## src/rtl/decode_stage.sv

```systemverilog
// decode_stage: registers the {pc, instruction} pair coming from fetch and
// splits it into fields for execute. Jumps, zero-conditional branches and
// halt are resolved here and steered back into fetch through branch /
// branch_address. Branch targets come from a small flop-based table that
// has its own write port.
module decode_stage #(
  parameter int NUM_TARGETS = 32
) (
  input  logic        clk,
  input  logic        rst,
  input  logic        start,
  input  logic [7:0]  entry_address,
  input  logic [7:0]  if_pc,
  input  logic [8:0]  if_instr,
  input  logic        zero_flag,
  input  logic        lut_we,
  input  logic [4:0]  lut_waddr,
  input  logic [7:0]  lut_wdata,
  output logic        branch,
  output logic [7:0]  branch_address,
  output logic        id_valid,
  output logic [7:0]  id_pc,
  output logic [8:0]  id_instr,
  output logic [2:0]  id_opcode,
  output logic [2:0]  id_ra,
  output logic [2:0]  id_rb,
  output logic        done,
  output logic [15:0] retired_count
);

  localparam logic [2:0] OP_JMP   = 3'b101;
  localparam logic [2:0] OP_BRZ   = 3'b110;
  localparam logic [8:0] HALT_ENC = 9'b111_111111;

  typedef enum logic [1:0] {
    IDLE,
    RUN,
    FLUSH,
    HALT
  } state_t;

  state_t      state_reg;
  state_t      state_next;
  logic [7:0]  pc_reg;
  logic [8:0]  instr_reg;
  // primed_reg marks that the decode register holds a real fetched
  // instruction; until the first capture after start it still holds the
  // reset value and must not be executed or resolved.
  logic        primed_reg;
  logic [15:0] count_reg;
  logic [7:0]  lut_reg [NUM_TARGETS];
  logic [NUM_TARGETS-1:0] lut_hit;

  logic        capture;
  logic        valid_int;
  logic        is_jmp;
  logic        is_brz;
  logic        is_halt;
  logic [7:0]  target;

  // Per-entry write decode for the target table.
  generate
    for (genvar gi = 0; gi < NUM_TARGETS; gi++) begin : g_lut_hit
      assign lut_hit[gi] = lut_we && (lut_waddr == 5'(gi));
    end
  endgenerate

  // Target table: written at the edge, so a same-cycle read sees the old value.
  always_ff @(posedge clk or posedge rst) begin
    if (rst) begin
      for (int i = 0; i < NUM_TARGETS; i++) begin
        lut_reg[i] <= 8'h00;
      end
    end else begin
      for (int i = 0; i < NUM_TARGETS; i++) begin
        if (lut_hit[i]) begin
          lut_reg[i] <= lut_wdata;
        end
      end
    end
  end

  // Combinational decode of the held instruction.
  assign is_halt = (instr_reg == HALT_ENC);
  assign is_jmp  = (instr_reg[8:6] == OP_JMP);
  assign is_brz  = (instr_reg[8:6] == OP_BRZ);
  // Bit 5 of the instruction is not part of the table index.
  assign target  = lut_reg[instr_reg[4:0]];

  // FSM state register.
  always_ff @(posedge clk or posedge rst) begin
    if (rst) begin
      state_reg <= IDLE;
    end else begin
      state_reg <= state_next;
    end
  end

  // Next-state and control outputs; halt is checked before opcode 3'b111
  // so the other 3'b111 encodings fall through as normal instructions.
  always_comb begin
    state_next     = state_reg;
    branch         = 1'b0;
    branch_address = pc_reg;
    valid_int      = 1'b0;
    capture        = 1'b0;
    done           = 1'b0;
    case (state_reg)
      IDLE: begin
        branch         = 1'b1;
        branch_address = entry_address;
        if (start) begin
          state_next = RUN;
        end
      end
      RUN: begin
        if (!primed_reg) begin
          capture = 1'b1;
        end else if (is_halt) begin
          // Register stays frozen on the halt pc from this edge onward.
          branch         = 1'b1;
          branch_address = pc_reg;
          state_next     = HALT;
        end else if (is_jmp || (is_brz && zero_flag)) begin
          branch         = 1'b1;
          branch_address = target;
          capture        = 1'b1;
          state_next     = FLUSH;
        end else if (is_brz) begin
          capture = 1'b1;
        end else begin
          valid_int = 1'b1;
          capture   = 1'b1;
        end
      end
      FLUSH: begin
        // The fall-through instruction captured at the branch edge is dropped.
        capture    = 1'b1;
        state_next = RUN;
      end
      HALT: begin
        branch         = 1'b1;
        branch_address = pc_reg;
        done           = 1'b1;
      end
      default: begin
        state_next = IDLE;
      end
    endcase
  end

  // Decode register: loads the fetch pair whenever the FSM allows capture.
  always_ff @(posedge clk or posedge rst) begin
    if (rst) begin
      pc_reg     <= 8'h00;
      instr_reg  <= 9'h000;
      primed_reg <= 1'b0;
    end else if (capture) begin
      pc_reg     <= if_pc;
      instr_reg  <= if_instr;
      primed_reg <= 1'b1;
    end
  end

  // Retired-instruction counter, wrapping naturally at 16 bits.
  always_ff @(posedge clk or posedge rst) begin
    if (rst) begin
      count_reg <= 16'h0000;
    end else if (valid_int) begin
      count_reg <= count_reg + 16'd1;
    end
  end

  assign id_valid      = valid_int;
  assign id_pc         = pc_reg;
  assign id_instr      = instr_reg;
  assign id_opcode     = instr_reg[8:6];
  assign id_ra         = instr_reg[5:3];
  assign id_rb         = instr_reg[2:0];
  assign retired_count = count_reg;

endmodule

```

## config.mk

```make
export PLATFORM = sky130hd
export DESIGN_NAME = decode_stage
export DESIGN_NICKNAME = d
export VERILOG_FILES = /design/src/rtl/decode_stage.sv
export SDC_FILE = /design/constraint.sdc
export NUM_CORES = 1
export LEC_CHECK = 0
export BUFFER_PORTS_ARGS = -buffer_cell sky130_fd_sc_hd__buf_2
export CAP_MARGIN = 0
export CORE_UTILIZATION = 50
export CTS_CLUSTER_DIAMETER = 40
export DETAILED_ROUTE_END_ITERATION = 10
export PLACE_DENSITY = 0.71
export SLEW_MARGIN = 20
export SYNTH_ARGS = -nofsm -noshare
export SYNTH_HDL_FRONTEND = slang
export SYNTH_SLANG_ARGS = --single-unit
```

## constraint.sdc

```tcl
create_clock -name clk -period 8.35 [get_ports clk]
set_clock_uncertainty 0.05 [all_clocks]
set_input_delay 0.835 -clock clk [delete_from_list [all_inputs] [get_ports clk]]
set_output_delay 0.835 -clock clk [all_outputs]
set_load 0.01 [all_outputs]
```

* Word level (Yosys, flattened, before mapping)
Cells that the tools add are included.
** Word-level totals
- Register bits :: 292
- Output and inout bits :: 53
- Word-level logic and storage cells :: 144
** Operators by class
- Add/sub/neg operators :: 1
- Magnitude comparators :: 1
- Eq/ne operators :: 40
- Multiplexer cells :: 25
- Bitwise gates (word level) :: 1
- Reduce and logical (&&, ||, !) cells :: 39
** Operators with widths (number)
- $eq A5 B5 Y1 const B :: 16
- $bmux W8 S5 :: 1
- $eq A5 B4 Y1 const B :: 8
- $mux W8 :: 5
- $logic_and A1 B1 Y1 :: 33
- $eq A5 B3 Y1 const B :: 4
- $add A16 B1 Y16 const B :: 1
- $pmux W8 S2 :: 1
- $mux W1 :: 11
- $eq A5 B2 Y1 const B :: 2
- $eq A9 B9 Y1 const B :: 1
- $mux W2 :: 4
- $eq A3 B3 Y1 const B :: 2
- $ge A6 B6 Y1 const B :: 1
- $not A5 Y6 :: 1
- $pmux W2 S3 :: 1
- $eq A5 B1 Y1 const B :: 1
- $logic_not A5 Y1 :: 1
- $eq A2 B2 Y1 const B :: 2
- $ne A2 B2 Y1 const B :: 2
- $pmux W1 S2 :: 2
- $reduce_and A4 Y1 :: 1
- $ne A3 B3 Y1 const B :: 1
- $reduce_bool A3 Y1 :: 1
- other kinds (4) :: 4

* Longest topological paths before layout
- Word-level depth :: 8
- Mapped depth :: 10

* Worst setup path before layout
No wires, ideal clock.
- Path kind :: input to output
- Start :: input zero_flag
- End :: output branch_address[0]
- Data arrival time :: 2.000 ns
- Required time :: 7.465 ns
- Setup slack :: 5.465 ns
- Cell stages on the path :: 6
- Path buffers :: 0
- Cell sequence :: and3b_1 -> o21ai_0 -> nor2_1 -> a21oi_1 -> a22o_1 -> a21o_1
** On the way
- Word-level cells in the longest chain between the ends :: 6
** RTL lines
- start, declared :: RTL line 15 : input logic zero_flag,
- $logic_and A1 B1 Y1 :: RTL line 124 : end else if (is_jmp || (is_brz && zero_flag)) begin
- $logic_or A1 B1 Y1 :: RTL line 124
- $mux W8 :: RTL line 124
- $mux W8 :: RTL line 119 : end else if (is_halt) begin
- $mux W8 :: RTL line 117 : if (!primed_reg) begin
- $pmux W8 S2 :: RTL line 108 : case (state_reg)
- end, declared :: RTL line 20 : output logic [7:0] branch_address,
Every way passes these cells.

* Worst setup path in the final report
- Start :: register instr_reg[0] (netlist: id_instr[0])
- End :: output branch_address[7]
** On the way
- Word-level cells in the longest chain between the ends :: 8
- Elaborated cells on any way between the ends :: 9
- Those cells by class :: eq/ne (1); mux (7); bitwise (1)
** RTL lines
- start, declared :: RTL line 45 : logic [8:0] instr_reg;
- start signal, assigned :: RTL line 160 : instr_reg <= if_instr;
- $not A5 Y6 (implied by the code) :: RTL line 88 : assign target = lut_reg[instr_reg[4:0]];
- $bmux W8 S5 :: RTL line 88
- $mux W8 (implied by the code) (2 in a row) :: RTL line 88
- $mux W8 :: RTL line 124
- $mux W8 (*) :: RTL line 119
- $mux W8 (*) :: RTL line 117
- $pmux W8 S2 (*) :: RTL line 108
Mark *: on every way between the ends. The rest lies on a longest branch, timed or not. The select of a mux whose other input is x is not followed.

==> results.py <==
metrics = {
    "grt": {
        "gr-total-overflow": 0,
        "grt_pass1_vias": 8999,
        "grt_max_degree": 194,
        "antenna_found_initial": 4,
        "grt_first_pass_wirelength_mm": 52.8,
        "track_usage_pct": 24.5,
    },
    "setup_path": {
        "arrival_ps": 3710,
        "critical_path.startpoint": "id_instr[0]",
        "crit_fanout": 57,
        "crit_type": "flop to output pin",
        "crit_path_start_kind": "flop",
        "reg2reg_from": "id_instr[0]",
        "cp.required_ps": 7470,
        "r2r_cells": 6,
        "endpoint_kind": "output pin",
    },
    "synth": {
        "syn_area_um2": 13800,
        "ys_types": 47,
        "synth-seq-cells": 292,
        "ys_warn_count": 0,
        "synth_nets": 1047,
        "ys.flop_type": "dfrtp_1",
        "synthArstFlopShare_pct": 100,
        "yosysTopAreaCellShare_pct": 52.9,
        "synth_area_leaders": "dfrtp_1 53%, mux2_2 23%, mux4_2 5.2%, mux2i_1 4.3%, a221oi_1 1.4%",
        "avgSynthCellArea_um2": 13.8,
        "synth_edf_count": 0,
        "synth_area_leader_cell": "dfrtp_1",
        "synthesis.instances": 999,
        "ys_seq_area_share_pct": 52.9,
    },
    "clocking": {
        "clk_pin_slew_ps": 60,
        "worstSkewPairLatency_ps": 520,
        "cts_tree": "yes",
        "clk_path_buf_depth": 3,
        "cts_root_buf": "clkbuf_16",
        "cts_sinks": 292,
        "ctsResizeCount": 0,
        "cts-buffers-inserted": 40,
        "hold_buffers": 0,
        "cts_setup_buffers": 0,
        "cts_max_level": 2,
    },
    "layout": {
        "areaGrowthSynthToFinish_pct": 14.5,
        "fillCellCount": 2124,
        "layout_commonest_cell": "dfrtp_1",
        "nNetsFinal": 1118,
        "final_cell_mix": "290 x dfrtp_1, 276 x mux2_2, 95 x buf_2",
        "drive_gt1_share_pct": 44.6,
        "largest_reg_flops": 256,
    },
    "timing": {
        "period_minus_slack_ps": 4600,
        "drv_slew": 0,
        "finalCritPeriodShare_pct": 55.0,
        "hold_violations": 0,
        "worst_pin_slew_ps": 1020,
        "grt_setup_unrepaired": "false",
        "tns_ps": 0,
        "fmax_ghz": 0.218,
        "setup_viol_count_final": 0,
        "slew_headroom_pct": 31.5,
        "hold_slack_ps": 325,
    },
    "placed_design": {
        "gp_congestion": 0.867,
        "port_buffers": 95,
        "hpwlAfterDp_mm": 21.4,
    },
    "floorplanning": {
        "initial_core_util_pct": 51.1,
        "row_count": 60,
        "die_h_um": 168,
        "fp.dieW_um": 168,
        "die_area_um2": 28300,
        "io_pins": 96,
        "design.core.area_um2": 27000,
    },
    "worst_hold_path": {
        "hold_path_class": "input port to async pin",
    },
    "drt": {
        "drtIter0Drc": 760,
        "ant_nets": 0,
        "drt-pass1-iter-count": 5,
        "vias_per_cell": 6.03,
        "vias": 8696,
        "routed_wl_mm": 33.5,
        "post_drt_wl_per_cell_um": 23.2,
        "drc": 0,
    },
    "power": {
        "ir_worst_vdd_uv": 167,
        "power_density_nw_per_um2": 349,
        "p_leak_nw": 7.29,
    },
    "flow_run": {
        "drv_cap": 0,
    },
    "run_status": {
        "outcome": "complete, no violations",
    },
}
-- stage by stage --
stage | util [%] | setup WS (ps) | total power (W) | area (µm²) | cells
floorplan | - | 3590 | 0.00330 | 13800 | 999
global placement | 53.3 | 4280 | 0.00376 | 14400 | 1368
detailed placement | 53.3 | 4270 | 0.00379 | 14400 | 1368
CTS | 58.4 | 3690 | 0.00554 | 15800 | 1440
global route | 58.5 | 3540 | 0.00578 | 15800 | 1443
finish | 58.5 | 3750 | 0.00552 | 15800 | 1443
-- worst paths after layout --
kind / end / slack, ps
worst max-delay path: branch_address[7] / 3750
min in group clk: retired_count[15] / 420
worst max register to register: id_instr[0] / 4470
max in group asynchronous: lut_reg[12] / 6510
worst min register to register: retired_count[15] / 420
worst min-delay path: lut_reg[254] / 320
-- cells in the mapped netlist, types with 2 or more instances --
master	count
a21o_1	12
a21oi_1	25
a221oi_1	22
a22o_1	6
a22oi_1	8
a31oi_1	2
a32o_1	4
and3_1	6
buf_2	9
buf_4	17
buf_6	5
clkbuf_1	43
dfrtp_1	292
ha_1	5
inv_1	11
mux2_2	276
mux2i_1	60
mux4_2	32
nand2_1	28
nand2b_1	11
nand3_1	11
nand4_1	5
nand4b_1	3
nor2_1	22
nor2b_1	11
nor3_1	4
nor3b_1	2
o211ai_1	6
o21ai_0	17
o221ai_1	3
o22a_1	7
o22ai_1	2
o32ai_1	2
or3_1	4
xnor2_1	12
xor2_1	3
-- worst max-delay path, stage by stage, from the launching register on --
cell and delay [ps]:
dfrtp_4 850, buf_4 820, mux2i_1 180, a221oi_1 400
nor2_1 90, a21oi_1 350, o211ai_1 200, nand2_1 120
buf_2 130
-- report_power, final --
| part | internal (W) | switching, W | leakage (nW) |
|---|---|---|---|
| Combinational | 0.000861 | 0.000920 | 2.92 |
| Clock | 0.00107 | 0.000659 | 0.659 |
| Sequential | 0.00173 | 0.000279 | 3.71 |
-- cells by family (layout without fill, tap and decap cells) --
logic type	after synthesis	in the layout	share of synthesized area [%]
AO/OA/AOI/OAI	118	118	6.06
XOR/XNOR	15	15	0.951
adder cells (fa/ha/maj)	5	5	0.453
buffers and inverters	86	187	3.15
flip-flops	292	292	52.9
multiplexers	368	368	32.1
other	0	2	0
AND/OR/NAND/NOR	115	115	4.41
-- cell type report --
cell class / count / area (µm²) / share of cell area (%)
Multi-Input combinational cell: 621 / 6080 / 38.4
Clock inverter: 27 / 320 / 2.03
Sequential cell: 292 / 7310 / 46.2
Antenna cell: 2 / 5.00 / 0.0317
Tap cell: 341 / 427 / 2.70
Clock buffer: 45 / 1050 / 6.64
Timing Repair Buffer: 104 / 576 / 3.64
Inverter: 11 / 45.0 / 0.285
-- metal layers --
metal  routed length [µm]  vias up  share of wire [%]  track usage [%]
met5                   18        -              0.054                0
met4                  799        4                2.4             7.55
met3                 2270       64                6.8             5.31
met2                16000      254                 48             39.1
met1                14500     4529                 43             33.4
li1                     -     3845                  -                -
(Power assumes the default switching activity.)
